<file path="config.mk">
export PLATFORM = sky130hd
export DESIGN_NAME = dmem_arbiter
export DESIGN_NICKNAME = d
export VERILOG_FILES = /design/src/rtl/dmem_arb_pkg.sv /design/src/rtl/rr_arb2.sv /design/src/rtl/dmem_arbiter.sv
export SDC_FILE = /design/constraint.sdc
export NUM_CORES = 1
export LEC_CHECK = 0
export CAP_MARGIN = 20
export CORE_MARGIN = 1.5
export CORE_UTILIZATION = 43
export CTS_CLUSTER_SIZE = 30
export DETAILED_ROUTE_END_ITERATION = 10
export GPL_TIMING_DRIVEN = 0
export PLACE_DENSITY = 0.91
export SETUP_SLACK_MARGIN = 0.1
export SLEW_MARGIN = 10
export SYNTH_ARGS = -nofsm -noshare
export SYNTH_HDL_FRONTEND = slang
export SYNTH_SLANG_ARGS = --single-unit
export TNS_END_PERCENT = 30
</file>
<file path="constraint.sdc">
create_clock -name clk -period 2.7 [get_ports clk]
set_input_delay 0.81 -clock clk [delete_from_list [all_inputs] [get_ports clk]]
set_output_delay 0.81 -clock clk [all_outputs]
set_load 0.05 [all_outputs]
</file>
<file path="src/rtl/dmem_arb_pkg.sv">
// Shared types and constants for the two-port data-memory arbiter.
// Holds the FSM state encoding, port index constants and default geometry.
package dmem_arb_pkg;

  typedef enum logic {
    IDLE   = 1'b0,
    ACCESS = 1'b1
  } state_e;

  localparam logic PORT_CORE = 1'b0;
  localparam logic PORT_DBG  = 1'b1;

  localparam int DEF_MEM_DEPTH = 256;
  localparam int DEF_ADDR_W    = 32;
  localparam int DEF_DATA_W    = 32;

endpackage

</file>
<file path="src/rtl/rr_arb2.sv">
// Combinational two-way round-robin winner select.
// A lone requester always wins; on a tie the port that did not win last time wins.
module rr_arb2 (
  input  logic       valid0,
  input  logic       valid1,
  input  logic       last_grant,
  output logic [1:0] grant
);

  // NOTE: every signal written in always_comb gets a default first, so no path leaves it unassigned and no latch is inferred.
  always_comb begin
    grant = 2'b00;
    if (valid0 && valid1) begin
      grant = last_grant ? 2'b01 : 2'b10;
    end else if (valid0) begin
      grant = 2'b01;
    end else if (valid1) begin
      grant = 2'b10;
    end
  end

endmodule

</file>
<file path="src/rtl/dmem_arbiter.sv">
// Two-port arbiter/sequencer for a single-port data memory: round-robin grant,
// one registered command per two cycles, range check and registered response strobe.
module dmem_arbiter
  import dmem_arb_pkg::*;
#(
  parameter int MEM_DEPTH = DEF_MEM_DEPTH,
  parameter int ADDR_W    = DEF_ADDR_W,
  parameter int DATA_W    = DEF_DATA_W
) (
  input  logic              clk,
  input  logic              rst,
  input  logic              m0_valid,
  output logic              m0_ready,
  input  logic              m0_we,
  input  logic [ADDR_W-1:0] m0_addr,
  input  logic [DATA_W-1:0] m0_wdata,
  output logic              m0_rvalid,
  output logic [DATA_W-1:0] m0_rdata,
  output logic              m0_rerr,
  input  logic              m1_valid,
  output logic              m1_ready,
  input  logic              m1_we,
  input  logic [ADDR_W-1:0] m1_addr,
  input  logic [DATA_W-1:0] m1_wdata,
  output logic              m1_rvalid,
  output logic [DATA_W-1:0] m1_rdata,
  output logic              m1_rerr,
  output logic [ADDR_W-1:0] mem_address,
  output logic [DATA_W-1:0] mem_write_data,
  output logic              mem_write,
  input  logic [DATA_W-1:0] mem_read_data
);

  // One extra bit keeps the compare exact even when MEM_DEPTH equals 2**ADDR_W.
  localparam logic [ADDR_W:0] DEPTH_EXT = (ADDR_W + 1)'(MEM_DEPTH);

  state_e            state_q, state_d;
  logic              last_grant_q;
  logic [1:0]        grant;
  logic              accept;

  logic              cmd_port_q;
  logic              cmd_we_q;
  logic [ADDR_W-1:0] cmd_addr_q;
  logic [DATA_W-1:0] cmd_wdata_q;
  logic              in_range;

  logic [1:0]        rvalid_q;
  logic [DATA_W-1:0] rdata_q;
  logic              rerr_q;

  rr_arb2 u_rr_arb2 (
    .valid0     (m0_valid),
    .valid1     (m1_valid),
    .last_grant (last_grant_q),
    .grant      (grant)
  );

  assign accept   = (state_q == IDLE) && (grant != 2'b00);
  assign m0_ready = (state_q == IDLE) && grant[0];
  assign m1_ready = (state_q == IDLE) && grant[1];
  assign in_range = {1'b0, cmd_addr_q} < DEPTH_EXT;

  always_comb begin
    state_d = state_q;
    case (state_q)
      IDLE:    if (accept) state_d = ACCESS;
      ACCESS:  state_d = IDLE;
      default: state_d = IDLE;
    endcase
  end

  // NOTE: sequential state uses non-blocking assignments so every flop samples pre-edge values, independent of statement order.
  always_ff @(posedge clk) begin
    if (rst) state_q <= IDLE;
    else     state_q <= state_d;
  end

  always_ff @(posedge clk) begin
    if (rst) begin
      last_grant_q <= PORT_DBG;
      cmd_port_q   <= PORT_CORE;
      cmd_we_q     <= 1'b0;
      cmd_addr_q   <= '0;
      cmd_wdata_q  <= '0;
      rvalid_q     <= 2'b00;
      rdata_q      <= '0;
      rerr_q       <= 1'b0;
    end else begin
      rvalid_q <= 2'b00;
      if (accept) begin
        cmd_port_q   <= grant[1];
        cmd_we_q     <= grant[1] ? m1_we    : m0_we;
        cmd_addr_q   <= grant[1] ? m1_addr  : m0_addr;
        cmd_wdata_q  <= grant[1] ? m1_wdata : m0_wdata;
        last_grant_q <= grant[1];
      end
      // The read happens in the same cycle as any write, so writes return the old word.
      if (state_q == ACCESS) begin
        rvalid_q[cmd_port_q] <= 1'b1;
        rdata_q              <= in_range ? mem_read_data : '0;
        rerr_q               <= !in_range;
      end
    end
  end

  // The write enable is gated by rst so a reset edge never commits a write.
  always_comb begin
    mem_address    = '0;
    mem_write_data = '0;
    mem_write      = 1'b0;
    if (state_q == ACCESS && in_range) begin
      mem_address    = cmd_addr_q;
      mem_write_data = cmd_wdata_q;
      mem_write      = cmd_we_q && !rst;
    end
  end

  assign m0_rvalid = rvalid_q[PORT_CORE];
  assign m1_rvalid = rvalid_q[PORT_DBG];
  assign m0_rdata  = m0_rvalid ? rdata_q : '0;
  assign m1_rdata  = m1_rvalid ? rdata_q : '0;
  assign m0_rerr   = m0_rvalid && rerr_q;
  assign m1_rerr   = m1_rvalid && rerr_q;

endmodule
</file>
==> PnR_summary.wiki <==
{| class="wikitable"
! Metric !! Value
|-
| Congestion Overflow GR || 0
|-
| Non-Filler Cell Area, Final || about 9700 um2
|-
| Area growth from synthesis to final layout || 71.2%
|-
| Routed wire per std cell || about 17 um
|-
| First-pass GRT wire length || 30.4 mm
|-
| Initial DRT Pass Iterations || 4
|-
| Number of H-tree levels || 3
|-
| Standard-cell row count || 41
|-
| Clock Pin Slew Worst Setup and Hold Paths || approximately 0.08 ns
|-
| Unique cell type count in the Yosys netlist || 33
|-
| Data required, critical path || 1.89 ns
|-
| Primary FF master, synth || sky130_fd_sc_hd__dfxtp_1
|-
| Clock skew after layout || 0.0111 ns
|-
| Yosys synthesis warning count || 0
|-
| Average instance area after synthesis || 8.60 um2
|-
| Max stage delay cell, worst path || sky130_fd_sc_hd__nor4b_4
|-
| Post-layout nets || between 1,000 and 1,500
|-
| Tot Pwr || 4.00 mW
|-
| Multiplexer fraction of the synthesized cell area || 0.115
|-
| Type of origin of the critical path || flop
|-
| Synthesized-area fraction occupied by ao, oa, aoi and oai cells || 0.207
|-
| Synthesized instance count || roughly 660
|-
| Placer's final routability congestion estimate || 0.823
|-
| Final critical-path required period || about 2.8 ns
|-
| Number of ports placed on the die boundary || 301
|-
| Critical path buffers and inverters || 3
|-
| Core Footprint || 12,700 um2
|-
| Antenna violations before repair || 0
|-
| Dpl cell area || just under 9000 um2
|-
| Worst VDD drop || about 390 uV
|-
| CP cell instances || nor4b_4 -> o311ai_4 -> buf_6 -> clkbuf_16 -> nor3_4 -> buf_6
|-
| Family with the most delay on the worst path || buffers and inverters
|-
| Clock root buffer master || sky130_fd_sc_hd__clkbuf_16
|-
| Non-filler cells, final || 1,148
|-
| Biggest fanout along the worst timing path || 5
|-
| Layout cells sized above 1 || 0.267
|-
| Count of nets left with antenna violations after detail routing || 0
|-
| Number of global-route vias before repair || 5,955
|-
| Count of state elements after synthesis || 103
|-
| Setup violation total in the final timing report || 34
|-
| Maximum number of pins on one net before global-route repair || 19
|-
| TritonCTS clock tree || done
|-
| Share of power burned in registers || 0.424
|-
| # clock sinks || roughly 100
|-
| Vias per cell || 5.15
|-
| Combinational power share || 0.241
|-
| Register area share after synthesis || 0.366
|-
| Final count of hold timing violations || 0
|-
| Final antenna diode count || 0
|-
| Max-slew headroom || 0.532
|-
| Critical path arrival || 1.97 ns
|-
| Clock power frac || 0.335
|-
| Achievable clock frequency || 0.359 GHz
|-
| Async set-reset flop share out of synthesis || 0
|-
| Worst Hold Class || flop to flop
|-
| Total clock buffers created by CTS || 9
|-
| Buffers from clock root to sink, at most || 2
|-
| # hold bufs at CTS || 0
|-
| Die area || 13,800 um2
|-
| Dpl cells || 1,127
|-
| Setup Total Neg Slack || -1.16 ns
|-
| Xor and xnor area share after synthesis || 0
|-
| Routed via count || 5,917
|-
| Critical Path End Type || primary output
|-
| Largest cells by area after synthesis || sky130_fd_sc_hd__dfxtp_1 (37%), sky130_fd_sc_hd__mux2i_1 (12%), sky130_fd_sc_hd__o41ai_2 (7.8%)
|-
| WS Path Type || flop to primary output
|-
| Post-Synth Simple-Gate Area || 0.202
|-
| Internal power summed over all cells || approximately 2.8 mW
|-
| Period utilization || 1.03
|-
| Unrepaired setup endpoints after global routing || yes
|-
| Overall Global Routing Usage || 0.272
|-
| Area share of fa/ha/maj cells after synthesis || 0
|-
| Pin slew with the least headroom to its limit || 0.702 ns
|-
| Die width || 118 um
|-
| Portion of synthesized cell area occupied by the leading cell type || 0.366
|-
| Number of flops mapped to enable cells by yosys || 0
|-
| Largest family of logic cells by synthesized area || compound AO/OA/AOI/OAI gates
|-
| Final Slew Violations || 0
|-
| Post-Syn Area || roughly 5600 um2
|-
| Switching share of total power || 0.299
|-
| Violations in the final reports || negative setup slack
|-
| Leading area contributor after synthesis || sky130_fd_sc_hd__dfxtp_1
|-
| DRC violations left || 0
|-
| Static power due to leakage || 4.12 nW
|-
| Worst path most repeated cell || sky130_fd_sc_hd__buf_6
|-
| Number of violations of the max-capacitance limit || 0
|-
| Detailed Route WL || 19.6 mm
|-
| Final setup slack of the worst path || -0.0820 ns
|-
| Result of the run || complete, but fails checks
|-
| Source-to-sink clock delay at the later pin of the worst-skew pair || 0.33 ns
|-
| Initial core utilization || 0.443
|-
| Total power divided by cell area || between 400 and 500 nW/um2
|-
| Die height || 118 um
|-
| Peak per-stage delay on the critical path || 0.39 ns
|-
| DRC violation total after the first TritonRoute iteration || 342
|-
| Placed wire-length estimate after detailed placement || between 10 and 15 mm
|-
| Switching pwr || about 1.2 mW
|-
| Number of port buffers || 275
|}
## layer usage
layer | track usage | share of wire | up-vias
met5 | 0 | 0 | -
met4 | 0.0953 | 0.030 | 0
met3 | 0.0518 | 0.058 | 41
met2 | 0.500 | 0.51 | 251
met1 | 0.315 | 0.40 | 2757
li1 | - | - | 2868
## power groups by stage
stage                     registers (mW)  clock network (mW)  logic, mW
final                               1.70                1.34      0.965
after global placement              1.71                   0      0.859
after global routing                1.71                1.44       1.03
after floorplan                     1.70                   0      0.502
after detailed placement            1.71                   0      0.869
after CTS                           1.69                1.36      0.937
## flip-flops by register name, summed over array words and instances (netlist names), 2 cells and up
name	cells
rdata_q	32
rvalid_q	2
cmd_wdata_q	32
cmd_addr_q	32
## worst paths after layout
check	slack (ns)	cells after the start	startpoint	to
worst max-delay path	-0.08	6	cmd_addr_q[28]$_SDFFE_PP0P_	mem_write_data[13]
worst min-delay path	0.49	1	cmd_port_q$_SDFFE_PP0P_	rvalid_q[0]$_SDFF_PP0_
worst max register to register	0.86	4	cmd_addr_q[28]$_SDFFE_PP0P_	rdata_q[19]$_SDFFE_PP0P_
worst min register to register	0.49	1	cmd_port_q$_SDFFE_PP0P_	rvalid_q[0]$_SDFF_PP0_
## layout make-up
class	instances	area [um2]
Inverter	41	154
Sequential cell	103	2070
Multi-Input combinational cell	447	3460
Timing Repair Buffer	281	2850
Fill cell	908	3070
Tap cell	172	215
Clock buffer	10	229
Buffer	88	598
Clock inverter	6	75.1
## cell usage in the layout, fill, tap and decap left out, types with 2 or more instances in the layout
master / n
sky130_fd_sc_hd__o41ai_1: 5
sky130_fd_sc_hd__dlygate4sd2_1: 5
sky130_fd_sc_hd__buf_2: 10
sky130_fd_sc_hd__nor4b_4: 2
sky130_fd_sc_hd__nor4_2: 3
sky130_fd_sc_hd__dfxtp_2: 7
sky130_fd_sc_hd__mux2i_1: 65
sky130_fd_sc_hd__and2_1: 67
sky130_fd_sc_hd__a211oi_1: 12
sky130_fd_sc_hd__clkbuf_4: 2
sky130_fd_sc_hd__clkbuf_1: 31
sky130_fd_sc_hd__clkdlybuf4s15_2: 44
sky130_fd_sc_hd__buf_1: 6
sky130_fd_sc_hd__nor2_1: 15
sky130_fd_sc_hd__dlymetal6s2s_1: 2
sky130_fd_sc_hd__nor3_1: 2
sky130_fd_sc_hd__clkbuf_16: 14
sky130_fd_sc_hd__conb_1: 24
sky130_fd_sc_hd__inv_1: 41
sky130_fd_sc_hd__o41ai_2: 27
sky130_fd_sc_hd__nor3_4: 21
sky130_fd_sc_hd__clkdlybuf4s50_1: 164
sky130_fd_sc_hd__dfxtp_1: 96
sky130_fd_sc_hd__inv_6: 3
sky130_fd_sc_hd__nand2_1: 33
sky130_fd_sc_hd__clkbuf_2: 18
sky130_fd_sc_hd__nor3_2: 19
sky130_fd_sc_hd__o21ai_0: 53
sky130_fd_sc_hd__a21oi_1: 53
sky130_fd_sc_hd__buf_4: 33
sky130_fd_sc_hd__buf_8: 2
sky130_fd_sc_hd__o21a_1: 2
sky130_fd_sc_hd__nand3b_1: 32
sky130_fd_sc_hd__buf_6: 46
## Yosys cell counts (2+ instances only)
library cell / count
sky130_fd_sc_hd__dfxtp_1: 103
sky130_fd_sc_hd__and2_1: 67
sky130_fd_sc_hd__mux2i_1: 65
sky130_fd_sc_hd__a21oi_1: 53
sky130_fd_sc_hd__o21ai_0: 53
sky130_fd_sc_hd__nor3_1: 42
sky130_fd_sc_hd__inv_1: 41
sky130_fd_sc_hd__clkbuf_1: 40
sky130_fd_sc_hd__nand2_1: 33
sky130_fd_sc_hd__nand3b_1: 32
sky130_fd_sc_hd__buf_4: 28
sky130_fd_sc_hd__o41ai_2: 27
sky130_fd_sc_hd__nor2_1: 15
sky130_fd_sc_hd__a211oi_1: 12
sky130_fd_sc_hd__buf_2: 12
sky130_fd_sc_hd__buf_1: 6
sky130_fd_sc_hd__o41ai_1: 5
sky130_fd_sc_hd__nor4_1: 4
sky130_fd_sc_hd__buf_6: 2
sky130_fd_sc_hd__nor2b_1: 2
sky130_fd_sc_hd__o21a_1: 2
## through the flow
step / hold WS (ns) / util / setup WS, ns
floorplan: 0.414 / - / -0.287
global placement: 0.455 / 0.684 / -1.23
detailed placement: 0.469 / 0.684 / -1.24
CTS: 0.491 / 0.755 / -0.0423
global route: 0.498 / 0.759 / -0.129
finish: 0.487 / 0.759 / -0.0820
## cell families after synthesis
family	count (synthesis)
buf+inv	129
compound gates	157
simple gates	201
other cells	1
mux	65
flops	103
## timing repair
item / in CTS / in global routing
pin swaps: 5 / 8
gates resized for setup: 601 / 50
endpoints found under the setup margin: 107 / 67
gates cloned: 2 / 0
buffers inserted: 3 / 0
No activity file was read; power rests on OpenSTA's default activity.
